**config.mk**
```make
export PLATFORM = sky130hd
export DESIGN_NAME = reg_xfer_sequencer
export DESIGN_NICKNAME = d
export VERILOG_FILES = /design/src/rtl/reg_xfer_sequencer.sv
export SDC_FILE = /design/constraint.sdc
export NUM_CORES = 1
export LEC_CHECK = 0
export ABC_AREA = 1
export ABC_CLOCK_PERIOD_IN_PS = 2200
export CORE_MARGIN = 2
export CORE_UTILIZATION = 48
export DETAILED_ROUTE_END_ITERATION = 10
export PLACE_DENSITY = 0.78
export SETUP_SLACK_MARGIN = 0.5
export SLEW_MARGIN = 10
export SYNTH_ARGS = -nofsm -noshare
export SYNTH_HDL_FRONTEND = slang
export SYNTH_SLANG_ARGS = --single-unit
```
**constraint.sdc**
```tcl
create_clock -name clk -period 2.2 [get_ports clk]
set_clock_uncertainty 0.15 [all_clocks]
set_input_delay 0.66 -clock clk [delete_from_list [all_inputs] [get_ports clk]]
set_output_delay 0.66 -clock clk [all_outputs]
set_load 0.03 [all_outputs]
```
**src/rtl/reg_xfer_sequencer.sv**
```systemverilog
// reg_xfer_sequencer: splits register-transfer instructions into single-register read/write bus cycles
module reg_xfer_sequencer #(
  parameter int DATA_W = 8,
  parameter int ADDR_W = 2
) (
  input  logic              clk,
  input  logic              rst,
  input  logic [7:0]        instr,
  input  logic              instr_valid,
  output logic              instr_ready,
  input  logic [DATA_W-1:0] rd_data,
  output logic              rd,
  output logic              wr,
  output logic [ADDR_W-1:0] reg_addr,
  output logic [DATA_W-1:0] wr_data,
  output logic              done,
  output logic              busy
);
  typedef enum logic [2:0] {IDLE, RD1, RD2, WR1, WR2, FIN} state_t;
  localparam logic [1:0] NOP = 2'd0, MOV = 2'd1, CLR = 2'd2, SWAP = 2'd3;
  state_t state, nxt;
  logic [1:0] op;
  logic [ADDR_W-1:0] dst, src, addr_c;
  logic [DATA_W-1:0] t0, t1, data_c;
  logic rd_c, wr_c, done_c, accept;
  logic unused_bits;
  assign unused_bits = ^instr[1:0];
  assign accept = instr_valid && instr_ready;
  always_ff @(posedge clk) begin
    if (rst) begin
      state <= IDLE;
      op    <= '0;
      dst   <= '0;
      src   <= '0;
      t0    <= '0;
      t1    <= '0;
    end else begin
      state <= nxt;
      if (accept) begin
        op  <= instr[7:6];
        dst <= ADDR_W'(instr[5:4]);
        src <= ADDR_W'(instr[3:2]);
      end
      if (state == RD1) t0 <= rd_data;
      if (state == RD2) t1 <= rd_data;
    end
  end
  always_comb begin
    nxt    = state;
    rd_c   = 1'b0;
    wr_c   = 1'b0;
    done_c = 1'b0;
    addr_c = '0;
    data_c = '0;
    case (state)
      IDLE: nxt = !accept ? IDLE : instr[7:6] == NOP ? FIN : instr[7:6] == CLR ? WR1 : RD1;
      RD1: begin
        rd_c   = 1'b1;
        addr_c = op == SWAP ? dst : src;
        nxt    = op == SWAP ? RD2 : WR1;
      end
      RD2: begin
        rd_c   = 1'b1;
        addr_c = src;
        nxt    = WR1;
      end
      WR1: begin
        wr_c   = 1'b1;
        addr_c = dst;
        data_c = op == MOV ? t0 : op == SWAP ? t1 : '0;
        done_c = op != SWAP;
        nxt    = op == SWAP ? WR2 : IDLE;
      end
      WR2: begin
        wr_c   = 1'b1;
        addr_c = src;
        data_c = t0;
        done_c = 1'b1;
        nxt    = IDLE;
      end
      FIN: begin
        done_c = 1'b1;
        nxt    = IDLE;
      end
      default: nxt = IDLE;
    endcase
  end
  // reset masks every output so an aborted instruction emits nothing further
  assign instr_ready = state == IDLE && !rst;
  assign busy        = state != IDLE && !rst;
  assign rd          = rd_c && !rst;
  assign wr          = wr_c && !rst;
  assign done        = done_c && !rst;
  assign reg_addr    = rst ? '0 : addr_c;
  assign wr_data     = rst ? '0 : data_c;
endmodule

```
## Word-level counts from Yosys, hierarchy flattened

Index checks and enable logic that the tools add are counted.

- Bits in registers: 25
- Bits in latches: 0
- Bits in writable memories: 0
- Bits in read-only memories: 0
- Input port bits: 19
- Output and inout bits: 15
- Logic and storage cells: 45
- Memories kept: 0

- $add $sub $neg: 0
- Multiply operators: 0
- Div/mod/pow operators: 0
- Order comparisons: 0
- Eq/ne operators: 9
- Shift-type cells: 0
- Multiplexer cells: 16
- Bitwise logic cells: 0
- Reduce and logical (&&, ||, !) cells: 14

Operator list:

| operator | number |
|---|---|
| 8-bit two-way mux | 3 |
| 8-bit case mux with 2 select lines | 1 |
| 3-bit case mux with 4 select lines | 1 |
| 3-bit two-way mux | 3 |
| 2-bit OR reduction | 4 |
| 3-bit by 2-bit equality test with 1-bit output, second input constant | 2 |
| 3-bit equality test, second input constant | 2 |
| 1-bit logical AND | 6 |
| 2-bit two-way mux | 3 |
| 2-bit case mux with 3 select lines | 1 |
| 2-bit equality test, second input constant | 2 |
| 3-bit by 1-bit equality test with 1-bit output, second input constant | 1 |
| 3-bit zero test | 1 |
| 1-bit two-way mux | 3 |
| 3-bit nonzero test | 1 |
| 2-bit by 1-bit equality test with 1-bit output, second input constant | 1 |
| 2-bit zero test | 1 |
| 2-bit != test, second input constant | 1 |
| 1-bit case mux with 2 select lines | 1 |
| 1-bit zero test | 1 |

## Longest topological paths before layout

- Depth after elaboration: 5
- Mapped depth: 7
- Mapped depth without buffers: 7

## Worst setup path before layout

Ideal clock, no wire load.

- Path type: register to output
- Start: register state[1]
- End: output wr_data[0]
- Data arrival time: 1.398 ns
- Data required time: 1.390 ns
- Slack: -0.008 ns
- Cell stages (with the launch flop): 6
- Buffers on the path: 1
- Cell sequence: dfxtp_1 inv_2 nor2_4 buf_6 nand3_1 a21oi_1

- Longest elaborated chain between the ends: 3
- Elaborated cells on any way between the ends: 4
- Those cells by class: eq/ne: 2; mux: 2

Ends and longest elaborated chain:

| element | line | RTL |
|---|---|---|
| start: declaration | 21 | `state_t state, nxt;` |
| start signal: assignment | 38 | `state <= nxt;` |
| 3-bit equality test / 3-bit by 2-bit equality test with 1-bit output (equally long branches) | 55 | `case (state)` |
| 8-bit case mux with 2 select lines (*) | 55 |  |
| 8-bit two-way mux (*) | 95 | `assign wr_data = rst ? '0 : data_c;` |
| end: declaration | 15 | `output logic [DATA_W-1:0] wr_data,` |

Every way passes the cells marked *; elsewhere a longest branch is shown, timed or not.

## Worst setup path in the final report

- Start: register state[0]
- End: output reg_addr[0]

- Longest elaborated chain between the ends: 4
- Elaborated cells on any way between the ends: 7
- Those cells by class: eq/ne: 4; mux: 2; reduce/logical: 1

Ends and longest elaborated chain:

| element | line | RTL |
|---|---|---|
| 3-bit by 2-bit equality test with 1-bit output / 3-bit equality test (equally long branches) | 55 |  |
| 2-bit OR reduction (no source line) | -- |  |
| 2-bit case mux with 3 select lines (*) | 55 |  |
| 2-bit two-way mux (*) | 94 | `assign reg_addr = rst ? '0 : addr_c;` |
| end: declaration | 14 | `output logic [ADDR_W-1:0] reg_addr,` |

Marks and branches as above.

==> flow_metrics.tcl <==
set metrics [dict create \
    run_status "finished, violations left" \
    violations "setup timing" \
    worst_slack_ns -0.2437 \
    multi_input_gate_area_um2 1007 \
    cellPowerDensity_nw_per_um2 568.9 \
    sequential_cell_area_um2 519.2 \
    min_path_cells 2 \
    timing.final.setup_violations 13 \
    die-area_um2 3219 \
    via_per_inst 5.862 \
    reg2reg_setup_slack_ns 0.61 \
    drtPass1Iterations 5 \
    max_freq_mhz 409.2 \
    critical_path.reg2reg.startpoint "state[1]" \
    cp.arrival_ns 1.63 \
    ir_drop_mv 0.5691 \
    via_count 1653 \
    critPathSlowestCell "dfxtp_4" \
    report.final.hold_viol_count 0 \
    initial_cell_density_of_the_core 0.4926 \
    die_y_um 56.74 \
    synth_area_leader_cell "dfxtp_1" \
    endpoint_of_the_worst_slack_reg_to_reg_timing_path "t0[4]" \
    cts_buffers 3 \
    tritoncts_clock_tree "built" \
    cp_num_buf_inv 2 \
    timing.hold.worst_endpoint "t1[5]" \
    setup.worst_path.end_class "primary output" \
    crit_path_cell_trace "o21ai_1, nand3_2, nand3_4, nand2_4, clkinv_4, buf_6" \
    die_w_um 56.74 \
    layout_min_cycle_time_ns 2.444 \
    ys_ff_latch 25 \
    synth.avg_cell_area_um2 6.642 \
    grt_pass1_wl_mm 7.100 \
    holdCritStartpoint "t1[5]" \
    area_delta_synth_final_pct 75.73 \
    crit_path_start_kind "flop" \
    final.period_utilization 1.111 \
    pin_count 34 \
    hold_path_class "flop to flop" \
    placeable_area_um2 2710 \
    drt_wl_total_mm 5.094 \
    grt_max_degree 19 \
    yosys_warnings 0 \
    depth_of_the_critical_timing_path_with_buffers_and_inverters_included 6 \
    ant_nets 0 \
    busiest_layer "met2" \
    total_leakage_power_uw 0.0008719 \
    post-layout-total-power_uw 1335 \
    initialDrtViolationCount 87 \
    globalRouteMet3Util 0.04147 \
    critPathMaxStageDelay_ns 0.42 \
    cts_buffer_depth 2 \
    worst_margin_slew_ns 0.3985 \
    gp_congestion 0.8142 \
    grtUsageTotal 0.2754 \
    criticalPathCategory "flop to primary output" \
    synth_sequential_area_ratio 0.3749 \
    max-cap-violations 0 \
    synthesis.instances 201 \
    final-max-slew-violation-count 0 \
    wl_per_cell_um 18.06 \
    clk_pin_slew_worst_paths_ns 0.15 \
    met1_resource_use_gr 0.3248 \
    fillers 128 \
    syn_area_um2 1335 \
    maxSlewHeadroom 0.7325 \
    drc 0 \
    netlist_top_cells_area "dfxtp_1 37%, a21oi_1 15%, nand2_1 12%" \
    numClockSinks 25 \
    root_buf_cell "clkbuf_4" \
    h-tree-depth 1 \
    overflow 0 \
    required_ns 1.39 \
    antenna_found_initial 0 \
    antenna_cells 0 \
    setup_total_negative_slack_ns -1.798 \
    critical_path.top_delay_family "flip-flops" \
    cell_row_count 19 \
    synth_largest_type_area_fraction 0.3749 \
    unique_masters_post_synth 21 \
    detailed_place_hpwl_mm 2.538 \
    clkLatencyLatePin_ns 0.33 \
    rr_worst_depth 6 \
    layout.core_utilization 0.8657 \
    number_of_nets_in_the_layout 271 \
    rsz0062_at_grt "true" \
    hold_buffers 0 \
    worstPathMaxFanout 5 \
    via_count_of_the_first_global_routing_pass 1627 \
    final_layout_size_suffix_gt1_frac 0.4462 \
    dp_worst_setup_slack_ns 0.03378 \
    synthesized_nets 220 \
    placement.io_buffers 31 \
    grt_use_met2 0.5033 \
]
worst max path at each step:
stage	slack, ns	end	from
2_1_floorplan	0.27	wr_data[3]	state[2]
6_report	-0.24	reg_addr[0]	state[0]
3_5_place_dp	0.03	wr_data[4]	state[2]
4_1_cts	-0.11	wr_data[4]	state[2]
5_1_grt	-0.27	reg_addr[0]	state[0]
3_3_place_gp	0.06	wr_data[7]	state[2]
cell usage after synthesis:
library cell  instances
clkbuf_1              3
nand3_1              15
buf_6                 3
o21ai_0              15
clkinv_1              1
buf_2                 2
nand4_4               1
dfxtp_1              25
nor2_1                9
or2_2                 1
a21oi_1              41
inv_2                 3
nand2_1              44
nand3_2               1
inv_1                28
nor3_1                1
nand2_2               1
o21ai_1               2
nor2_4                3
a31oi_1               1
nor2_2                1
state kept, by name, indices dropped and copies added, names as in the netlist:
name and flops:
op 2, t1 8, dst 2, t0 8
src 2, state 3
cells in the final DEF, fill, tap and decap left out, types with 4 or more instances in the layout:
cell type,netlist,layout
a21oi_1,41,28
nor2_4,3,6
dfxtp_1,25,20
nand3_2,1,9
nand2_4,0,4
nand3_4,0,6
a21oi_4,0,11
o21ai_0,15,14
inv_1,28,23
buf_6,3,19
buf_4,0,13
nand2_2,1,15
buf_12,0,4
nor2_1,9,7
nand2_1,44,25
clkdlybuf4s50_1,0,15
dfxtp_4,0,5
per-stage QoR:
stage	hold WS, ns	std cells	area, um^2
after floorplan	0.2791	201	1663
after global placement	0.2864	260	1913
after detailed placement	0.2973	260	1913
after CTS	0.3162	279	2205
after global routing	0.3372	282	2346
final	0.3211	282	2346
power by group:
part / switching [uW] / internal (uW) / total [uW] / leakage, uW
clock network: 152 / 71.3 / 223 / 0.0000150
registers: 58.4 / 521 / 579 / 0.000208
logic: 316 / 216 / 533 / 0.000649
per-layer routing:
metal,share of wire,vias up
li1,-,751
met1,0.38,794
met2,0.50,82
met3,0.070,26
met4,0.047,0
met5,0,-
layout make-up:
cell class	count	share of cell area
Multi-Input combinational cell	136	0.4293
Clock buffer	4	0.01120
Sequential cell	25	0.2213
Inverter	32	0.06987
Timing Repair Buffer	53	0.2480
Timing Repair inverter	1	0.003733
Tap cell	31	0.01653
worst register-to-register path, stage by stage (launching register included):
cell and delay (ns):
dfxtp_4 0.40, buf_4 0.16, nor2_4 0.17, inv_2 0.08, buf_4 0.20, o21ai_0 0.25, a21oi_1 0.08
repair_timing:
action                                  4_1_cts  5_1_grt
gates resized for setup                      35       27
endpoints found under the setup margin       15       20
pin swaps                                     9        6
buffers inserted                             14        2
gates cloned                                  1        1
kinds of logic (layout without fill, tap and decap cells):
logic type,count (synthesis),after routing,share of synthesized area
AOI/OAI and AO/OA,59,59,0.2221
buffers and inverters,40,90,0.1312
DFF,25,25,0.3749
and+or+nand+nor,77,77,0.2718
(Power assumes the default switching activity.)
==> RTL edit (same flow settings) <==
The 6 states of `state_t` get a one-hot encoding in 6 bits.
--- a/src/rtl/reg_xfer_sequencer.sv
+++ b/src/rtl/reg_xfer_sequencer.sv
@@ -17,5 +17,5 @@
   output logic              busy
 );
-  typedef enum logic [2:0] {IDLE, RD1, RD2, WR1, WR2, FIN} state_t;
+  typedef enum logic [5:0] {IDLE = 6'b000001, RD1 = 6'b000010, RD2 = 6'b000100, WR1 = 6'b001000, WR2 = 6'b010000, FIN = 6'b100000} state_t;
   localparam logic [1:0] NOP = 2'd0, MOV = 2'd1, CLR = 2'd2, SWAP = 2'd3;
   state_t state, nxt;
Behaviour: no difference found for any inputs over 10 cycles, from zero or initial values and one cycle with rst high; not proved beyond that.
==> RTL edit against the unedited design <==
The flow still finishes with violations (setup timing). Sequential cell count is 3 higher. Final area is 1.7% lower. Wire length is 24% lower. Critical path depth stayed put. Worst setup slack better by 0.076 ns. Via count is 4.4% lower. Synthesized area is 14% higher. Die area is 13% higher.
Power is not compared: it rests on default switching activity, and its combinational part moved more than twofold at a synthesized area within 25%.
==> RTL edit: results (changes against the unedited design) <==
Syn Nets 246 (was 220); placed cell areas 2066 um^2 (was 1913 um^2); Crit Path Max Fanout 11 (was 5); Worst-Margin Slew 0.3146 ns (was 0.3985 ns); Die Span X 60.33 um (was 56.74 um); R2R Setup Slk 0.63 ns (was 0.61 ns); Crit. Startpoint state[0] (unchanged); Final HPWL DP 2677 um (was 2538 um); Seq Cell Count 28 (was 25); largest net degree at the start of global routing 17 (was 19); Total Wirelength 3873 um (was 5094 um); WL met3 204 um (was 355 um); DR pass1 iterations 4 (was 5); Signal buf overhead 0.2198 (was 0.2480); Post-Place Worst Slack -0.3460 ns (was 0.03378 ns); WL per Instance 12.30 um (was 18.06 um); Critical Path Sink rd (was reg_addr[0]); final worst slack -0.1674 ns (was -0.2437 ns); VDD IR max 0.0003254 V; 1st-iter DRT viols 86 (was 87); hold path endpoint dst[1] (was t1[5]); layout cells sized above 1 0.3653 (was 0.4462); M3 GR Usage 0.02165 (was 0.04147); routability cong. 0.7711 (was 0.8142); Gate Count Post-Synth 227 (was 201); sequential share of the synthesized area 0.3681 (was 0.3749); CP arrival 1.56 ns (was 1.63 ns); WHS 0.3430 ns (was 0.3211 ns); top cells by area, synth dfxtp_1 37%, nand2_1 14%, nor2_1 9.6% (was dfxtp_1 37%, a21oi_1 15%, nand2_1 12%); Root Buffer clkbuf_4 (unchanged); Finish-stage setup viols 14 (was 13); vias after detailed routing 1,581 (was 1,653); Top Metal Used met4 (unchanged); vias in the first global route 1,409 (was 1,627); count of multi-input gates 167 (was 136); worst hold-check path type register to register (unchanged); worst min-delay path startpoint dst[1] (was t1[5]); Fill cells 229 (was 128); multi-input logic area 1018 um^2 (was 1007 um^2); multi-input combinational area share 0.4417 (was 0.4293); n_diodes 0 (unchanged); Largest regs t0: 8 flops, t1: 8 flops, state: 6 flops (was t0: 8 flops, t1: 8 flops, state: 3 flops); max_cap viols 0 (unchanged); met2 usage 0.4084 (was 0.5033); Total GRT Usage 0.2250 (was 0.2754); status finished with violations (unchanged); first-pass GRT wire length 6141 um (was 7100 um); met1 GRT Util 0.2782 (was 0.3248); Seq/total area 0.2469 (was 0.2213); Cell variety after synth 23 (was 21); placed cells 305 (was 260); met2 routed WL 1986 um (was 2564 um); clk tree area frac 0.01574 (was 0.01120); setup TNS -2.031 ns (was -1.798 ns); final net count 291 (was 271); DRT met1 WL 1655 um (was 1936 um); Reg2Reg Launch Point state[5] (was state[1]); failing checks setup timing (unchanged); Reg2Reg Capture Point state[3] (was t0[4]); inverter count 22 (was 33)
-- RTL edit: critical path, stage by stage (launching register included) --
cell,delay [ns]
dfxtp_2,0.36
buf_4,0.14
nor2_2,0.12
nand3_2,0.12
buf_6,0.18
a21oi_4,0.17
buf_6,0.15
-- RTL edit: where the power goes --
| part | switching (W) | internal, W |
|---|---|---|
| Sequential | 0.0000170 | 0.000527 |
| Clock | 0.000149 | 0.000101 |
| Combinational | 0.000121 | 0.000104 |
-- RTL edit: cell families (layout without fill, tap and decap cells) --
kind of cell           after synthesis  count (layout)  share of synthesized area
AND/OR/NAND/NOR                    134             134                     0.4125
flip-flops                          28              28                     0.3681
AO/OA/AOI/OAI                       33              33                     0.1175
buffers and inverters               32              76                     0.1019
-- RTL edit: timing repair --
action                                  4_1_cts  5_1_grt
pin swaps                                     7        2
gates cloned                                  1        0
setup buffers                                 2        3
endpoints found under the setup margin       21       16
gates resized for setup                      40       11
